<file path="config.mk">
export PLATFORM = sky130hd
export DESIGN_NAME = arbitro_gato
export DESIGN_NICKNAME = d
export VERILOG_FILES = /design/src/rtl/gato_pkg.sv /design/src/rtl/detector_linea.sv /design/src/rtl/arbitro_gato.sv
export SDC_FILE = /design/constraint.sdc
export NUM_CORES = 1
export LEC_CHECK = 0
export BUFFER_PORTS_ARGS = -buffer_cell sky130_fd_sc_hd__buf_4
export CAP_MARGIN = 40
export CORE_UTILIZATION = 35
export DETAILED_ROUTE_END_ITERATION = 10
export RECOVER_POWER = 50
export SETUP_SLACK_MARGIN = 0.5
export SYNTH_ARGS = -nofsm -noshare
export SYNTH_HDL_FRONTEND = slang
export SYNTH_SLANG_ARGS = --single-unit
</file>
<file path="constraint.sdc">
create_clock -name clk -period 7.2 [get_ports clk]
set_clock_uncertainty 0.1 [all_clocks]
set_input_delay 0.36 -clock clk [delete_from_list [all_inputs] [get_ports clk]]
set_output_delay 0.36 -clock clk [all_outputs]
set_load 0.005 [all_outputs]
</file>
<file path="src/rtl/gato_pkg.sv">
// rtl/gato_pkg.sv - shared constants, FSM states and line table for the tic-tac-toe referee
//
// Purpose: cell codes, referee FSM state enum, the 8 winning lines as
// 0-based cell indices, and a helper to pull one cell out of a packed board.
package gato_pkg;

    localparam logic [1:0] VACIA  = 2'b00;
    localparam logic [1:0] COD_P1 = 2'b11;
    localparam logic [1:0] COD_P2 = 2'b01;

    localparam int NUM_CELDAS = 9;
    localparam int NUM_LINEAS = 8;

    typedef enum logic [1:0] {
        ESPERA = 2'd0,
        EVALUA = 2'd1,
        FIN    = 2'd2
    } estado_t;

    // Line l uses cells LINEAS[l][0..2]; cell index 0 is c1.
    localparam logic [3:0] LINEAS [NUM_LINEAS][3] = '{
        '{4'd0, 4'd1, 4'd2},
        '{4'd3, 4'd4, 4'd5},
        '{4'd6, 4'd7, 4'd8},
        '{4'd0, 4'd3, 4'd6},
        '{4'd1, 4'd4, 4'd7},
        '{4'd2, 4'd5, 4'd8},
        '{4'd0, 4'd4, 4'd8},
        '{4'd2, 4'd4, 4'd6}
    };

    // Cell k (0-based) of a packed board lives at bits [2k+1:2k].
    function automatic logic [1:0] celda(input logic [17:0] t, input logic [3:0] k);
        logic [17:0] s;
        s = t >> {k, 1'b0};
        return s[1:0];
    endfunction

endpackage

</file>
<file path="src/rtl/detector_linea.sv">
// rtl/detector_linea.sv - combinational three-in-a-row detector
//
// Purpose: scans the 8 lines of a packed board and reports the lowest-index
// line whose three cells hold the same non-empty code.
// Ports:
//   i_tablero      in  18  packed board, cell k (0-based) at [2k+1:2k]
//   o_hay_ganador  out 1   some line is complete
//   o_codigo       out 2   code occupying the winning line
//   o_linea        out 3   lowest winning line index
module detector_linea
    import gato_pkg::*;
(
    input  logic [17:0] i_tablero,
    output logic        o_hay_ganador,
    output logic [1:0]  o_codigo,
    output logic [2:0]  o_linea
);

    logic [1:0] w_a;
    logic [1:0] w_b;
    logic [1:0] w_c;

    // Scanning from the highest index down lets the lowest winning line
    // overwrite any higher one.
    always_comb begin
        o_hay_ganador = 1'b0;
        o_codigo      = VACIA;
        o_linea       = 3'd0;
        w_a           = VACIA;
        w_b           = VACIA;
        w_c           = VACIA;
        for (int l = NUM_LINEAS - 1; l >= 0; l--) begin
            w_a = celda(i_tablero, LINEAS[l][0]);
            w_b = celda(i_tablero, LINEAS[l][1]);
            w_c = celda(i_tablero, LINEAS[l][2]);
            if ((w_a != VACIA) && (w_a == w_b) && (w_b == w_c)) begin
                o_hay_ganador = 1'b1;
                o_codigo      = w_a;
                o_linea       = 3'(l);
            end
        end
    end

endmodule

</file>
<file path="src/rtl/arbitro_gato.sv">
// rtl/arbitro_gato.sv - tic-tac-toe referee: turn order, move validation, win/draw detection
//
// Purpose: synchronises the selector's board and move flags, accepts one
// legal mark at a time into a validated board, then evaluates win/draw.
// Ports:
//   clk, reset             clock and synchronous active-high reset
//   guarda_c1..guarda_c9   2-bit cell codes from the selector (asynchronous)
//   p1_mm, p2_mm           player-moved flags (asynchronous)
//   reinicio               synchronous new-game request
//   turno_p1               1 = player 1 to move
//   tablero                validated board, cell k at [2k-1:2k-2]
//   movimientos            accepted moves 0..9
//   ganador, linea         winning code and lowest winning line index
//   empate, fin_juego      draw flag, game-over flag
//   ilegal                 one-cycle pulse on a rejected board change
module arbitro_gato
    import gato_pkg::*;
#(
    parameter int         SYNC_STAGES = 2,
    parameter logic [1:0] COD_P1      = gato_pkg::COD_P1,
    parameter logic [1:0] COD_P2      = gato_pkg::COD_P2
)(
    input  logic        clk,
    input  logic        reset,
    input  logic [1:0]  guarda_c1,
    input  logic [1:0]  guarda_c2,
    input  logic [1:0]  guarda_c3,
    input  logic [1:0]  guarda_c4,
    input  logic [1:0]  guarda_c5,
    input  logic [1:0]  guarda_c6,
    input  logic [1:0]  guarda_c7,
    input  logic [1:0]  guarda_c8,
    input  logic [1:0]  guarda_c9,
    input  logic        p1_mm,
    input  logic        p2_mm,
    input  logic        reinicio,
    output logic        turno_p1,
    output logic [17:0] tablero,
    output logic [3:0]  movimientos,
    output logic [1:0]  ganador,
    output logic        empate,
    output logic        fin_juego,
    output logic [2:0]  linea,
    output logic        ilegal
);

    logic [SYNC_STAGES-1:0][17:0] r_sync_b;
    logic [SYNC_STAGES-1:0]       r_sync_p1;
    logic [SYNC_STAGES-1:0]       r_sync_p2;
    logic [17:0]                  r_snap;
    estado_t                      r_estado;
    logic [17:0]                  r_tablero;
    logic [3:0]                   r_mov;
    logic                         r_turno;
    logic [1:0]                   r_gan;
    logic                         r_emp;
    logic                         r_fin;
    logic [2:0]                   r_lin;
    logic                         r_ilegal;

    logic [17:0] w_board_in;
    logic [17:0] w_board_s;
    logic        w_p1_s;
    logic        w_p2_s;
    logic        w_cambio;
    logic [3:0]  w_cnt_nuevo;
    logic [3:0]  w_idx_nuevo;
    logic [1:0]  w_cod_nuevo;
    logic        w_sobrescribe;
    logic [1:0]  w_turno_cod;
    logic        w_flags_ok;
    logic        w_legal;
    logic        w_hay_ganador;
    logic [1:0]  w_cod_ganador;
    logic [2:0]  w_lin_ganador;

    estado_t     w_estado_d;
    logic [17:0] w_snap_d;
    logic [17:0] w_tablero_d;
    logic [3:0]  w_mov_d;
    logic        w_turno_d;
    logic [1:0]  w_gan_d;
    logic        w_emp_d;
    logic        w_fin_d;
    logic [2:0]  w_lin_d;
    logic        w_ilegal_d;

    assign w_board_in = {guarda_c9, guarda_c8, guarda_c7, guarda_c6, guarda_c5,
                         guarda_c4, guarda_c3, guarda_c2, guarda_c1};
    assign w_board_s  = r_sync_b[SYNC_STAGES-1];
    assign w_p1_s     = r_sync_p1[SYNC_STAGES-1];
    assign w_p2_s     = r_sync_p2[SYNC_STAGES-1];
    assign w_cambio   = (w_board_s != r_snap);

    // Classify the synced board against the validated one: newly filled
    // cells (empty here, non-empty there) and tampering with occupied cells.
    always_comb begin
        w_cnt_nuevo   = 4'd0;
        w_idx_nuevo   = 4'd0;
        w_cod_nuevo   = VACIA;
        w_sobrescribe = 1'b0;
        for (int i = 0; i < NUM_CELDAS; i++) begin
            if (celda(r_tablero, 4'(i)) == VACIA) begin
                if (celda(w_board_s, 4'(i)) != VACIA) begin
                    w_cnt_nuevo = w_cnt_nuevo + 4'd1;
                    w_idx_nuevo = 4'(i);
                    w_cod_nuevo = celda(w_board_s, 4'(i));
                end
            end else if (celda(w_board_s, 4'(i)) != celda(r_tablero, 4'(i))) begin
                w_sobrescribe = 1'b1;
            end
        end
    end

    assign w_turno_cod = r_turno ? COD_P1 : COD_P2;
    assign w_flags_ok  = (w_p1_s == r_turno) && (w_p2_s == !r_turno);
    assign w_legal     = (w_cnt_nuevo == 4'd1) && (w_cod_nuevo == w_turno_cod) &&
                         !w_sobrescribe && w_flags_ok;

    detector_linea u_detector (
        .i_tablero     (r_tablero),
        .o_hay_ganador (w_hay_ganador),
        .o_codigo      (w_cod_ganador),
        .o_linea       (w_lin_ganador)
    );

    always_comb begin
        w_estado_d  = r_estado;
        w_snap_d    = w_board_s;
        w_tablero_d = r_tablero;
        w_mov_d     = r_mov;
        w_turno_d   = r_turno;
        w_gan_d     = r_gan;
        w_emp_d     = r_emp;
        w_fin_d     = r_fin;
        w_lin_d     = r_lin;
        w_ilegal_d  = 1'b0;
        case (r_estado)
            ESPERA: begin
                if (w_cambio) begin
                    if (w_legal) begin
                        for (int i = 0; i < NUM_CELDAS; i++) begin
                            if (4'(i) == w_idx_nuevo) begin
                                w_tablero_d[2*i +: 2] = w_cod_nuevo;
                            end
                        end
                        w_mov_d    = (r_mov < 4'd9) ? (r_mov + 4'd1) : r_mov;
                        w_estado_d = EVALUA;
                    end else begin
                        w_ilegal_d = 1'b1;
                    end
                end
            end
            EVALUA: begin
                // Freezing the snapshot here makes a change that lands during
                // evaluation still look like a change in the following ESPERA.
                w_snap_d = r_snap;
                if (w_hay_ganador) begin
                    w_gan_d    = w_cod_ganador;
                    w_lin_d    = w_lin_ganador;
                    w_fin_d    = 1'b1;
                    w_estado_d = FIN;
                end else if (r_mov == 4'd9) begin
                    w_emp_d    = 1'b1;
                    w_fin_d    = 1'b1;
                    w_estado_d = FIN;
                end else begin
                    w_turno_d  = !r_turno;
                    w_estado_d = ESPERA;
                end
            end
            FIN: begin
                if (w_cambio) begin
                    w_ilegal_d = 1'b1;
                end
            end
            default: begin
                w_estado_d = ESPERA;
            end
        endcase
    end

    always_ff @(posedge clk) begin
        if (reset || reinicio) begin
            r_sync_b  <= '0;
            r_sync_p1 <= '0;
            r_sync_p2 <= '0;
            r_snap    <= '0;
            r_estado  <= ESPERA;
            r_tablero <= '0;
            r_mov     <= 4'd0;
            r_turno   <= 1'b1;
            r_gan     <= VACIA;
            r_emp     <= 1'b0;
            r_fin     <= 1'b0;
            r_lin     <= 3'd0;
            r_ilegal  <= 1'b0;
        end else begin
            r_sync_b  <= {r_sync_b[SYNC_STAGES-2:0], w_board_in};
            r_sync_p1 <= {r_sync_p1[SYNC_STAGES-2:0], p1_mm};
            r_sync_p2 <= {r_sync_p2[SYNC_STAGES-2:0], p2_mm};
            r_snap    <= w_snap_d;
            r_estado  <= w_estado_d;
            r_tablero <= w_tablero_d;
            r_mov     <= w_mov_d;
            r_turno   <= w_turno_d;
            r_gan     <= w_gan_d;
            r_emp     <= w_emp_d;
            r_fin     <= w_fin_d;
            r_lin     <= w_lin_d;
            r_ilegal  <= w_ilegal_d;
        end
    end

    assign turno_p1    = r_turno;
    assign tablero     = r_tablero;
    assign movimientos = r_mov;
    assign ganador     = r_gan;
    assign empate      = r_emp;
    assign fin_juego   = r_fin;
    assign linea       = r_lin;
    assign ilegal      = r_ilegal;

endmodule

</file>
==> results.yml <==
setup_path:
  crit_path_end: "tablero[15]"
  r2r_cells: 29
  crit_required_ns: 7.37
  rrSetupSlack_ns: 0.62
  path_max_fanout: 14
  crit_path_start: "tablero[1]"
  crit_path_end_kind: "register"
  crit_arrival_ns: 6.75
  path_common_cell: "ha_1"
  path_depth: 29
  critPathLaunchType: "register"
  path_delay_family: "adder cells"
  crit_buf_inv: 2
  rr_startpoint: "tablero[1]"
  r2r_end: "tablero[15]"
  critPathSlowestCell: "dfxtp_1"
  max_stage_delay_ns: 0.63
  critPathKind: "reg2reg"
grt:
  grt_pass1_wl_um: 22400
  track_usage_pct: 19.2
  overflow: 0
  grt_pass1_vias: 4324
  antenna_found_initial: 0
  grt_max_degree: 54
pwr:
  power_frac_seq_pct: 46.3
  clkPwrFrac_pct: 44.2
  p_leak_nw: 2.38
  p_sw_share_pct: 24.9
  combPwrFrac_pct: 9.4
  p_int_mw: 0.835
  p_sw_mw: 0.277
  pwr_density_cell_nw_per_um2: 181
  ir_drop_mv: 0.106
drt:
  viasPerCell: 5.44
  drt_iter0_markers: 289
  routed_wl_um: 14100
  route.vias.total: 4746
  wl_per_cell_um: 16.2
  drc: 0
  ant_nets: 0
  first_pass_iters: 7
sta:
  period_minus_slack_ns: 6.58
  hold_viol_final: 0
  relSlewSlack_pct: -14.8
  setup-violations-final: 0
  worst_slack_ns: 0.623
  rsz0062_at_grt: "false"
  finalMaxSlewViolations: 54
  tightestPinTransition_ns: 1.72
  fin_tns_setup_ns: 0
  period_share_pct: 91.3
  fmax_mhz: 152
layout:
  utilization_pct: 42.4
  stdcell_area_sq_um: 6140
  seqCellArea_sq_um: 1830
  multi_input_area_sq_um: 3230
  layout.nets: 718
  final_cell_mix: "nand2_1, dfxtp_1, buf_4"
  fin_cells: 873
  final_common_cell: "nand2_1"
  insertedDiodeCount: 0
  drive_gt1_share_pct: 16.7
  syn_to_final_growth_pct: 18.5
  fill_cells: 1469
floorplanning:
  die_area_sq_um: 15300
  rows: 44
  core_area_sq_um: 14500
  ios: 54
  die_y_um: 124
  die_width_um: 124
  start_util_pct: 35.8
cts:
  cts.clk_slew.worst_paths_ns: 0.07
  cts_num_sinks: 91
  clock_path_buffers: 2
  cts_buffers: 9
  root_buffer: "clkbuf_16"
  clk_latency_ns: 0.35
  cts_tree: "yes"
  htreeDepth: 3
  ctsHoldBuffers: 0
placed_design:
  hpwl_um: 10400
  io_buffer_count: 53
  place_ws_ns: 0.317
  dpl.cell_count: 850
  place_area_sq_um: 5710
  gp_congestion: 0.850
synth:
  seq_area_frac_synth_pct: 35.1
  netlist.area_leader.share_pct: 35.1
  yosysUniqueCellTypes: 64
  synthTopCellsByArea: "dfxtp_1, nand2_1, and2_1, a21oi_1, xnor2_1"
  async_flop_share_pct: 0
  syn_nets: 679
  yosysTopAreaCell: "dfxtp_1"
  syn_inst: 645
  ys.flop_type: "dfxtp_1"
  yosys_warnings: 0
  synth_seq_cells: 91
  synth_area_per_cell_sq_um: 8.04
  syn_area_sq_um: 5190
  synth_edf_count: 0
worst_hold_path:
  holdPathStages: 2
  hp-class: "in2reg"
outcome:
  violations: "max-capacitance violations, max-slew violations"
  status: "complete, but fails checks"
job:
  maxCapViolCount: 1
## cells by family after synthesis
| family | count (synthesis) | synth area share, % |
|---|---|---|
| AOI/OAI and AO/OA | 146 | 19.3 |
| xor gates and xnor gates | 35 | 7.82 |
| adders and majority gates | 11 | 2.65 |
| buffers and inverters | 57 | 4.34 |
| DFF | 91 | 35.1 |
| muxes | 7 | 1.50 |
| and+or+nand+nor | 298 | 29.2 |
## synthesized netlist by cell type (5+ instances only)
library cell / number
o211ai_1: 7
o31ai_1: 12
nand4_1: 6
inv_1: 19
a21oi_1: 39
xor2_1: 7
dfxtp_1: 91
nand3_1: 20
o2111ai_1: 5
or3_1: 8
ha_1: 11
a2111oi_0: 5
a21boi_0: 11
nor2_1: 37
nor3_1: 19
clkbuf_1: 34
nand2b_1: 13
xnor2_1: 21
nor4_1: 6
nand2_1: 105
and2_1: 46
and3_1: 13
a31oi_1: 6
o21ai_0: 29
## flip-flops by register name, indices dropped and copies added, names as in the netlist, 2 cells and up
| register | cells |
|---|---|
| ganador | 2 |
| linea | 3 |
| movimientos | 4 |
| r_estado | 2 |
| r_snap | 18 |
| r_sync_b | 18 |
| r_sync_p1 | 2 |
| r_sync_p2 | 2 |
| tablero | 18 |
| w_board_s | 18 |
## area by class of cell
| cell class | count | area share, % |
|---|---|---|
| repair buffers | 66 | 7.60 |
| clock inverters | 7 | 1.49 |
| inverters | 19 | 1.16 |
| well taps | 184 | 3.75 |
| multi-input cells | 497 | 52.6 |
| clock buffers | 9 | 3.67 |
| flip-flops and latches | 91 | 29.7 |
## power groups by stage
stage	sequential, mW	combinational, mW	clock [mW]
finish	0.515	0.105	0.492
global route	0.516	0.116	0.526
CTS	0.515	0.0983	0.508
detailed placement	0.527	0.0962	0
global placement	0.527	0.0935	0
floorplan	0.525	0.0704	0
## worst min path at each step
stage / to / from / slack [ns]
floorplan: r_sync_p1[1] / r_sync_p1[0] / 0.31
global placement: w_board_s[7] / r_sync_b[7] / 0.31
detailed placement: r_sync_p2[1] / r_sync_p2[0] / 0.31
CTS: r_sync_b[16] / guarda_c9[0] / 0.09
global route: r_sync_b[15] / guarda_c8[1] / 0.09
finish: r_sync_b[12] / guarda_c7[0] / 0.10
## metrics by stage
| stage | power (mW) | hold slack, ns |
|---|---|---|
| after floorplan | 0.595 | 0.306 |
| after global placement | 0.620 | 0.308 |
| after detailed placement | 0.623 | 0.310 |
| after CTS | 1.12 | 0.0878 |
| after global routing | 1.16 | 0.0892 |
| final | 1.11 | 0.101 |
## layer usage
layer	up-vias	track usage, %	part of all wire [%]
li1	2344	-	-
met3	29	3.71	5.4
met1	2234	24.7	46
met4	0	8.21	2.2
met2	139	31.2	46
met5	-	0	0
## repair_timing
action,4_1_cts,5_1_grt
pin swaps,6,11
endpoints found under the setup margin,23,24
endpoints found under the hold margin,0,0
buffers inserted,0,6
resized for setup,5,19
cloned,0,0
No activity file was read; power rests on OpenSTA's default activity.
